--- src/rtl/hd63701_phase_seq_if.sv ---
`default_nettype none
// ============================================================================
// Module      : hd63701_phase_seq_if
// Description : Bundles the signals between the HD63701 microcode/datapath
//               and the phase sequencer.
//               master : microcode/datapath side. It drives the step requests,
//                        the instruction qualifiers, the CCR I mask and the
//                        interrupt sources.
//               slave  : the sequencer. It drives phase, vec_sel, set_i,
//                        int_ack and halted.
//               The mc_slp qualifier is present only when HD63701_SLP_EN
//               is defined.
// Ports       : ce, mc_next, mc_end, mc_swi, mc_trap, mc_wai, [mc_slp],
//               iflag, nmi, irq_req[N_IRQ], phase[6], vec_sel[4], set_i,
//               int_ack[N_IRQ], halted
// Revision    : 1.0 - initial release
// ============================================================================
interface hd63701_phase_seq_if #(
    parameter int N_IRQ = 5
);
    logic             ce;
    logic             mc_next;
    logic             mc_end;
    logic             mc_swi;
    logic             mc_trap;
    logic             mc_wai;
`ifdef HD63701_SLP_EN
    logic             mc_slp;
`endif
    logic             iflag;
    logic             nmi;
    logic [N_IRQ-1:0] irq_req;
    logic [5:0]       phase;
    logic [3:0]       vec_sel;
    logic             set_i;
    logic [N_IRQ-1:0] int_ack;
    logic             halted;

    modport master (
        output ce, mc_next, mc_end, mc_swi, mc_trap, mc_wai,
`ifdef HD63701_SLP_EN
        output mc_slp,
`endif
        output iflag, nmi, irq_req,
        input  phase, vec_sel, set_i, int_ack, halted
    );

    modport slave (
        input  ce, mc_next, mc_end, mc_swi, mc_trap, mc_wai,
`ifdef HD63701_SLP_EN
        input  mc_slp,
`endif
        input  iflag, nmi, irq_req,
        output phase, vec_sel, set_i, int_ack, halted
    );
endinterface
`default_nettype wire

--- src/rtl/hd63701_phase_seq.sv ---
`default_nettype none
// ============================================================================
// Module      : hd63701_phase_seq
// Description : Phase sequencer and interrupt scheduler for the HD63701 core.
//               - Produces the 6-bit microcode phase code:
//                   RST 0x00, VECT 0x01, VEC1 0x02, VEC2 0x03,
//                   EXEC0-9 0x10-0x19, INTR0-7 0x20-0x27,
//                   INTR8 (WAIT) 0x28, INTR9 (SLEEP) 0x29, HALT 0x3F.
//               - Arbitrates TRAP, SWI, NMI and the maskable sources at
//                 instruction boundaries.
//               - Latches the vector index for the datapath.
// Ports       : clk     - core clock
//               rst_n   - asynchronous active-low reset
//               bus     - hd63701_phase_seq_if.slave:
//                         ce, mc_* qualifiers, iflag, nmi and irq_req in;
//                         phase, vec_sel, set_i, int_ack and halted out
// Options     : HD63701_SLP_EN - adds the mc_slp qualifier and the SLEEP
//               state (phase INTR9).
// Revision    : 1.0 - initial release
// ============================================================================
module hd63701_phase_seq #(
    parameter int N_IRQ = 5     // must match the interface; 3+N_IRQ-1 < 8
) (
    input  wire logic           clk,
    input  wire logic           rst_n,
    hd63701_phase_seq_if.slave  bus
);

    localparam logic [5:0] c_PH_RST   = 6'h00;
    localparam logic [5:0] c_PH_VECT  = 6'h01;
    localparam logic [5:0] c_PH_VEC1  = 6'h02;
    localparam logic [5:0] c_PH_VEC2  = 6'h03;
    localparam logic [5:0] c_PH_INTR8 = 6'h28;
    localparam logic [5:0] c_PH_INTR9 = 6'h29;
    localparam logic [5:0] c_PH_HALT  = 6'h3F;

    localparam logic [3:0] c_VEC_NMI  = 4'd1;
    localparam logic [3:0] c_VEC_SWI  = 4'd2;
    localparam logic [3:0] c_VEC_TRAP = 4'd8;

    typedef enum logic [3:0] {
        ST_RST   = 4'd0,
        ST_VECT  = 4'd1,
        ST_VEC1  = 4'd2,
        ST_VEC2  = 4'd3,
        ST_EXEC  = 4'd4,
        ST_INTR  = 4'd5,
        ST_WAIT  = 4'd6,
`ifdef HD63701_SLP_EN
        ST_SLEEP = 4'd7,
`endif
        ST_HALT  = 4'd8
    } state_t;

    state_t           r_state;
    logic [3:0]       r_step;       // EXECn / INTRn index
    logic [3:0]       r_vec;
    logic             r_wai;        // push sequence belongs to a WAI
    logic             r_nmi_pend;
    logic             r_nmi_prev;
    logic [5:0]       r_phase;
    logic             r_set_i;
    logic [N_IRQ-1:0] r_ack;
    logic             r_halted;

    state_t           w_nxt_state;
    logic [3:0]       w_nxt_step;
    logic [3:0]       w_nxt_vec;
    logic             w_nxt_wai;
    logic             w_nmi_rise;
    logic             w_nmi_now;
    logic             w_irq_any;
    logic             w_unmasked;
    logic [3:0]       w_irq_vec;
    logic             w_vect_entry;
    logic [N_IRQ-1:0] w_ack;

    function automatic logic [5:0] phase_code(input state_t st, input logic [3:0] step);
        case (st)
            ST_RST:   phase_code = c_PH_RST;
            ST_VECT:  phase_code = c_PH_VECT;
            ST_VEC1:  phase_code = c_PH_VEC1;
            ST_VEC2:  phase_code = c_PH_VEC2;
            ST_EXEC:  phase_code = {2'b01, step};
            ST_INTR:  phase_code = {2'b10, step};
            ST_WAIT:  phase_code = c_PH_INTR8;
`ifdef HD63701_SLP_EN
            ST_SLEEP: phase_code = c_PH_INTR9;
`endif
            ST_HALT:  phase_code = c_PH_HALT;
            default:  phase_code = c_PH_RST;
        endcase
    endfunction

    // Request qualification and the lowest-index maskable source.
    // An NMI edge arriving in the decision cycle already counts as pending.
    always_comb begin
        w_nmi_rise = bus.nmi & ~r_nmi_prev;
        w_nmi_now  = r_nmi_pend | w_nmi_rise;
        w_irq_any  = |bus.irq_req;
        w_unmasked = w_irq_any & ~bus.iflag;
        w_irq_vec  = 4'd0;
        for (int k = N_IRQ - 1; k >= 0; k--) begin
            if (bus.irq_req[k]) begin
                w_irq_vec = 4'(3 + k);
            end
        end
    end

    // Next-state decision
    always_comb begin
        w_nxt_state = r_state;
        w_nxt_step  = r_step;
        w_nxt_vec   = r_vec;
        w_nxt_wai   = r_wai;
        case (r_state)
            ST_RST:  w_nxt_state = ST_VECT;
            ST_VECT: w_nxt_state = ST_VEC1;
            ST_VEC1: w_nxt_state = ST_VEC2;
            ST_VEC2: begin
                w_nxt_state = ST_EXEC;
                w_nxt_step  = 4'd0;
            end
            ST_EXEC: begin
                if (bus.mc_end) begin
                    w_nxt_step = 4'd0;
                    if (bus.mc_trap) begin
                        w_nxt_state = ST_INTR;
                        w_nxt_vec   = c_VEC_TRAP;
                    end else if (bus.mc_swi) begin
                        w_nxt_state = ST_INTR;
                        w_nxt_vec   = c_VEC_SWI;
                    end else if (bus.mc_wai) begin
                        // The vector is chosen later, when WAIT is left
                        w_nxt_state = ST_INTR;
                        w_nxt_wai   = 1'b1;
`ifdef HD63701_SLP_EN
                    end else if (bus.mc_slp) begin
                        w_nxt_state = ST_SLEEP;
`endif
                    end else if (w_nmi_now) begin
                        w_nxt_state = ST_INTR;
                        w_nxt_vec   = c_VEC_NMI;
                    end else if (w_unmasked) begin
                        w_nxt_state = ST_INTR;
                        w_nxt_vec   = w_irq_vec;
                    end else begin
                        w_nxt_state = ST_EXEC;
                    end
                end else if (bus.mc_next) begin
                    if (r_step == 4'd9) begin
                        w_nxt_state = ST_HALT;
                    end else begin
                        w_nxt_step = r_step + 4'd1;
                    end
                end
            end
            ST_INTR: begin
                if (r_step == 4'd7) begin
                    w_nxt_state = r_wai ? ST_WAIT : ST_VECT;
                end else begin
                    w_nxt_step = r_step + 4'd1;
                end
            end
            ST_WAIT: begin
                // Registers were pushed already, so go straight to the vector
                if (w_nmi_now) begin
                    w_nxt_state = ST_VECT;
                    w_nxt_vec   = c_VEC_NMI;
                    w_nxt_wai   = 1'b0;
                end else if (w_unmasked) begin
                    w_nxt_state = ST_VECT;
                    w_nxt_vec   = w_irq_vec;
                    w_nxt_wai   = 1'b0;
                end
            end
`ifdef HD63701_SLP_EN
            ST_SLEEP: begin
                w_nxt_step = 4'd0;
                if (w_nmi_now) begin
                    w_nxt_state = ST_INTR;
                    w_nxt_vec   = c_VEC_NMI;
                end else if (w_unmasked) begin
                    w_nxt_state = ST_INTR;
                    w_nxt_vec   = w_irq_vec;
                end else if (w_irq_any) begin
                    // Masked source only wakes the core, no service
                    w_nxt_state = ST_EXEC;
                end
            end
`endif
            ST_HALT: w_nxt_state = ST_HALT;
            default: w_nxt_state = ST_RST;
        endcase
    end

    // VECT lasts one cycle, so a next state of VECT is always an entry
    always_comb begin
        w_vect_entry = (w_nxt_state == ST_VECT);
        for (int k = 0; k < N_IRQ; k++) begin
            w_ack[k] = w_vect_entry && (w_nxt_vec == 4'(3 + k));
        end
    end

    always_ff @(posedge clk or negedge rst_n) begin
        if (!rst_n) begin
            r_state    <= ST_RST;
            r_step     <= 4'd0;
            r_vec      <= 4'd0;
            r_wai      <= 1'b0;
            r_nmi_pend <= 1'b0;
            r_nmi_prev <= 1'b1;
            r_phase    <= c_PH_RST;
            r_set_i    <= 1'b0;
            r_ack      <= '0;
            r_halted   <= 1'b0;
        end else if (bus.ce) begin
            r_state    <= w_nxt_state;
            r_step     <= w_nxt_step;
            r_vec      <= w_nxt_vec;
            r_wai      <= w_nxt_wai;
            r_nmi_prev <= bus.nmi;
            r_phase    <= phase_code(w_nxt_state, w_nxt_step);
            r_set_i    <= (w_nxt_state == ST_VEC2);
            r_ack      <= w_ack;
            r_halted   <= (w_nxt_state == ST_HALT);
            // A new edge wins over the acknowledge in the same cycle
            if (w_nmi_rise) begin
                r_nmi_pend <= 1'b1;
            end else if (w_vect_entry && (w_nxt_vec == c_VEC_NMI)) begin
                r_nmi_pend <= 1'b0;
            end
        end
    end

    assign bus.phase   = r_phase;
    assign bus.vec_sel = r_vec;
    assign bus.set_i   = r_set_i;
    assign bus.int_ack = r_ack;
    assign bus.halted  = r_halted;

endmodule
`default_nettype wire

--- src/flat_wrapper.sv ---
// flat-port wrapper written by rule: the top's interface ports become plain ports
module hd63701_phase_seq_flat 
#(
    parameter int N_IRQ = 5                                               
)
  (clk, rst_n, bus_ce, bus_mc_next, bus_mc_end, bus_mc_swi, bus_mc_trap, bus_mc_wai, bus_iflag, bus_nmi, bus_irq_req, bus_phase, bus_vec_sel, bus_set_i, bus_int_ack, bus_halted);
  hd63701_phase_seq_if #(.N_IRQ(N_IRQ)) bus_i ();
  input  wire logic clk;
  input  wire logic rst_n;
  input wire logic [$bits(bus_i.ce)-1:0] bus_ce;
  input wire logic [$bits(bus_i.mc_next)-1:0] bus_mc_next;
  input wire logic [$bits(bus_i.mc_end)-1:0] bus_mc_end;
  input wire logic [$bits(bus_i.mc_swi)-1:0] bus_mc_swi;
  input wire logic [$bits(bus_i.mc_trap)-1:0] bus_mc_trap;
  input wire logic [$bits(bus_i.mc_wai)-1:0] bus_mc_wai;
  input wire logic [$bits(bus_i.iflag)-1:0] bus_iflag;
  input wire logic [$bits(bus_i.nmi)-1:0] bus_nmi;
  input wire logic [$bits(bus_i.irq_req)-1:0] bus_irq_req;
  output wire logic [$bits(bus_i.phase)-1:0] bus_phase;
  output wire logic [$bits(bus_i.vec_sel)-1:0] bus_vec_sel;
  output wire logic [$bits(bus_i.set_i)-1:0] bus_set_i;
  output wire logic [$bits(bus_i.int_ack)-1:0] bus_int_ack;
  output wire logic [$bits(bus_i.halted)-1:0] bus_halted;
  assign bus_i.ce = bus_ce;
  assign bus_i.mc_next = bus_mc_next;
  assign bus_i.mc_end = bus_mc_end;
  assign bus_i.mc_swi = bus_mc_swi;
  assign bus_i.mc_trap = bus_mc_trap;
  assign bus_i.mc_wai = bus_mc_wai;
  assign bus_i.iflag = bus_iflag;
  assign bus_i.nmi = bus_nmi;
  assign bus_i.irq_req = bus_irq_req;
  assign bus_phase = bus_i.phase;
  assign bus_vec_sel = bus_i.vec_sel;
  assign bus_set_i = bus_i.set_i;
  assign bus_int_ack = bus_i.int_ack;
  assign bus_halted = bus_i.halted;
  hd63701_phase_seq #(.N_IRQ(N_IRQ)) u_core (.clk(clk), .rst_n(rst_n), .bus(bus_i));
endmodule
--- config.mk ---
export PLATFORM = sky130hd
export DESIGN_NAME = hd63701_phase_seq_flat
export DESIGN_NICKNAME = d
export VERILOG_FILES = /design/src/rtl/hd63701_phase_seq_if.sv /design/src/rtl/hd63701_phase_seq.sv /design/src/flat_wrapper.sv
export SDC_FILE = /design/constraint.sdc
export NUM_CORES = 1
export LEC_CHECK = 0
export ABC_AREA = 1
export BUFFER_PORTS_ARGS = -buffer_cell sky130_fd_sc_hd__buf_2
export CAP_MARGIN = 20
export CORE_ASPECT_RATIO = 0.8
export CORE_UTILIZATION = 45
export CTS_CLUSTER_DIAMETER = 30
export DETAILED_ROUTE_END_ITERATION = 10
export GPL_TIMING_DRIVEN = 1
export PLACE_DENSITY_LB_ADDON = 0.2
export SLEW_MARGIN = 10
export SYNTH_ARGS = -nofsm -noshare
export SYNTH_HDL_FRONTEND = slang
export SYNTH_SLANG_ARGS = --single-unit
export TNS_END_PERCENT = 30
--- constraint.sdc ---
create_clock -name clk -period 2.29 [get_ports clk]
set_input_delay 0.229 -clock clk [delete_from_list [all_inputs] [get_ports clk]]
set_output_delay 0.229 -clock clk [all_outputs]
set_load 0.1 [all_outputs]
==> summary.txt <==
Timing
  • Final setup viols: 0
  • Final period util: 0.850
  • Slew Limit Fails: 0
  • Hold WS: 0.186 ns
  • Final hold vios: 0
  • Final min period: 1.95 ns
  • Fmax: 514 MHz
  • Sum Neg Setup Slack: 0 ns
  • Slew @ Worst Pin: 0.648 ns
  • Post-Route Skew: 0.00898 ns
  • Slew headroom: 0.568
  • RSZ-0062 raised after global routing: false
  • Final WS setup: ~0.34 ns

Floorplan
  • Core Region: 4260 sq um
  • Width of the die: 77.0 um
  • Die area: 4780 sq um
  • Die height: 62.0 um
  • Initial Util: 0.476
  • Top-level I/O count: 32
  • Row count: 21

Synthesis
  • Post-synth top flop: dfrtp_1
  • Mapped Avg Cell Area: roughly 7.1 sq um
  • Synth unique cells: 35
  • Seq/Total Area, Yosys: 0.346
  • Largest area contributor in the synthesized netlist: dfrtp_1
  • Post-synth EDFFs: 0
  • Mapped Area: 2030 sq um
  • Synth Register Bits: 28
  • Commonest cells post-synth: nand2_1, inv_1, dfrtp_1, nand3_1, nor2_1
  • Syn nets: 304
  • FFs w/ async S/R, synth: 1.00
  • Post-Syn Instances: 287
  • Top cells by area, synth: dfrtp_1, nand2_1, nand3_1
  • Most common cell in the synthesized netlist: nand2_1
  • Share of the synthesized area in the top cell type: 0.333
  • Ys Warns: 0

Setup path
  • Req. time, crit path: 2.47 ns
  • FF-to-FF setup slack: 0.34 ns
  • Setup crit start: u_core.r_step[0]
  • R2r endpoint: u_core.r_nmi_pend
  • R2R cell count: 11
  • Crit Path Category: reg -> reg
  • Critical path endpoint: u_core.r_nmi_pend
  • WP data arrival: 2.13 ns
  • CP Max Fanout: 8
  • Worst setup EP type: flop
  • Worst r2r src: u_core.r_step[0]
  • CP Launch Type: flop

Global routing
  • Met3 global-route usage: 0.0336
  • Gr ovfl total: 0
  • Initial antenna violation count: 0
  • Met1 usage: 0.316
  • GRT Total Usage: 0.202
  • First-pass GRT wire length: 7.45 mm
  • Met2 usage: 0.287
  • Largest net degree at the start of global routing: 30
  • Vias in the first global route: 1,532
  • Gr busiest metal: met1

CTS
  • CTS resizes: 0
  • Root Driver: clkbuf_8
  • Hold-fix buffers, CTS: 1
  • Clk pin slew, worst setup/hold paths: approximately 0.1 ns
  • Clock sinks: 28
  • CTS tree: built
  • H-tree Lvls: 1
  • Total CTS buffers: 3
  • Worst skew pair latency: 0.28 ns
  • Setup bufs post-CTS: 0
  • Clk buf depth: 2

Final layout
  • Final std cells w/o fill: 375
  • Syn-to-layout area delta: 13.5%
  • Antenna Cells: 0
  • Final Util: 0.541
  • Final nets: 336
  • Number of fill cells in the layout: about 430
  • Fraction of layout cells with a size suffix above 1: 0.230

Route
  • 1st-iter DRT viols: 124
  • Remaining design rule violation count: 0
  • DR vias/cell: 5.01
  • Total length of routed wires: 4.54 mm
  • 1st-pass router iterations: 4
  • Routed Antenna Nets: 0
  • Via count: 1,878
  • DR WL/cell: between 10 and 15 um

Placement
  • Detailed placement HPWL: between 3 and 4 mm
  • GPL Wtd Cong: 0.943
  • Number of port buffers: 31
  • Worst slack, placed: 0.393 ns
  • # placed instances: 370

Run
  • Max cap viols: 0

Power
  • Static Leak: roughly 1.2 nW
  • Power density cells: 1230 nW/um^2
  • Peak supply drop: around 0.6 mV

Run status
  • Status: complete, no violations

Worst hold path
  • Min-delay worst type: in -> reg
cell usage in the layout (no fill, tap or decap), types with 3 or more instances in the layout:
| cell type | Yosys | final |
|---|---|---|
| a21oi_1 | 10 | 10 |
| buf_2 | 2 | 31 |
| clkbuf_8 | 2 | 3 |
| dfrtp_1 | 27 | 27 |
| inv_1 | 29 | 29 |
| inv_2 | 7 | 7 |
| nand2_1 | 88 | 88 |
| nand2_2 | 4 | 4 |
| nand2_4 | 3 | 3 |
| nand3_1 | 24 | 24 |
| nand3_2 | 5 | 5 |
| nand4_1 | 3 | 3 |
| nor2_1 | 22 | 22 |
| nor2_2 | 4 | 4 |
| nor2_4 | 5 | 5 |
| nor3_1 | 4 | 4 |
| o21ai_0 | 15 | 15 |
| o21ai_1 | 7 | 7 |
registers in the layout, indices dropped and copies added, names as in the netlist:
| register | flops |
|---|---|
| u_core.bus.phase | 6 |
| u_core.bus.int_ack | 5 |
| u_core.bus.vec_sel | 4 |
| u_core.r_state | 4 |
| u_core.r_step | 4 |
| u_core.bus.halted | 1 |
| u_core.bus.set_i | 1 |
| u_core.r_nmi_pend | 1 |
| u_core.r_nmi_prev | 1 |
| u_core.r_wai | 1 |
report_power, final:
group	internal (mW)	switching, mW
logic	0.401	1.24
registers	0.636	0.164
clock network	0.234	0.163
total	1.27	1.56
how the worst min path moves through the flow:
stage	cells past startpoint	slack, ns	to	start
2_1_floorplan	0	-0.07	u_core.bus.halted	rst_n
3_3_place_gp	1	0.30	u_core.bus.phase[2]	rst_n
3_5_place_dp	1	0.29	u_core.bus.phase[2]	rst_n
4_1_cts	3	0.18	u_core.r_nmi_prev	bus_nmi
5_1_grt	3	0.20	u_core.r_nmi_prev	bus_nmi
6_report	3	0.19	u_core.r_nmi_prev	bus_nmi
area by class of cell:
type	instances	area (sq um)	share of cell area
tap	57	71.3	0.0310
sequential	28	702	0.305
clock inverter	1	30.0	0.0131
multi-input combinational	215	1140	0.494
inverter	37	140	0.0609
timing repair buffer	34	180	0.0783
clock buffer	3	41.3	0.0179
metal layers:
metal,wire [um],up-vias,part of all wire
met5,0,-,0
met4,28,0,0.0062
met3,260,4,0.057
met2,1780,54,0.39
met1,2480,830,0.55
li1,-,990,-
cells by family (layout without fill, tap and decap cells):
logic type / count (synthesis) / in the layout / synth area share
and+or+nand+nor: 167 / 167 / 0.404
AOI/OAI and AO/OA: 44 / 44 / 0.136
buffers and inverters: 44 / 75 / 0.0932
DFF: 28 / 28 / 0.346
adders and majority gates: 2 / 2 / 0.0123
xor gates and xnor gates: 2 / 2 / 0.00864
per-stage QoR:
stage | cell area [sq um] | power [mW]
6_report | 2300 | 2.84
5_1_grt | 2300 | 3.04
4_1_cts | 2300 | 2.84
3_5_place_dp | 2220 | 2.44
3_3_place_gp | 2220 | 2.42
2_1_floorplan | 2030 | 2.15
worst max-delay path, stage by stage (launching register included):
cell     delay (ns)
dfrtp_1        0.48
ha_1           0.27
nand3_1        0.21
nand2_1        0.08
nand3_1        0.12
nand3_2        0.13
nor2_4         0.19
nand3_2        0.09
nor2_2         0.11
nand2_1        0.06
nand2_1        0.05
nand2_1        0.04
No activity file was read; power rests on OpenSTA's default activity.
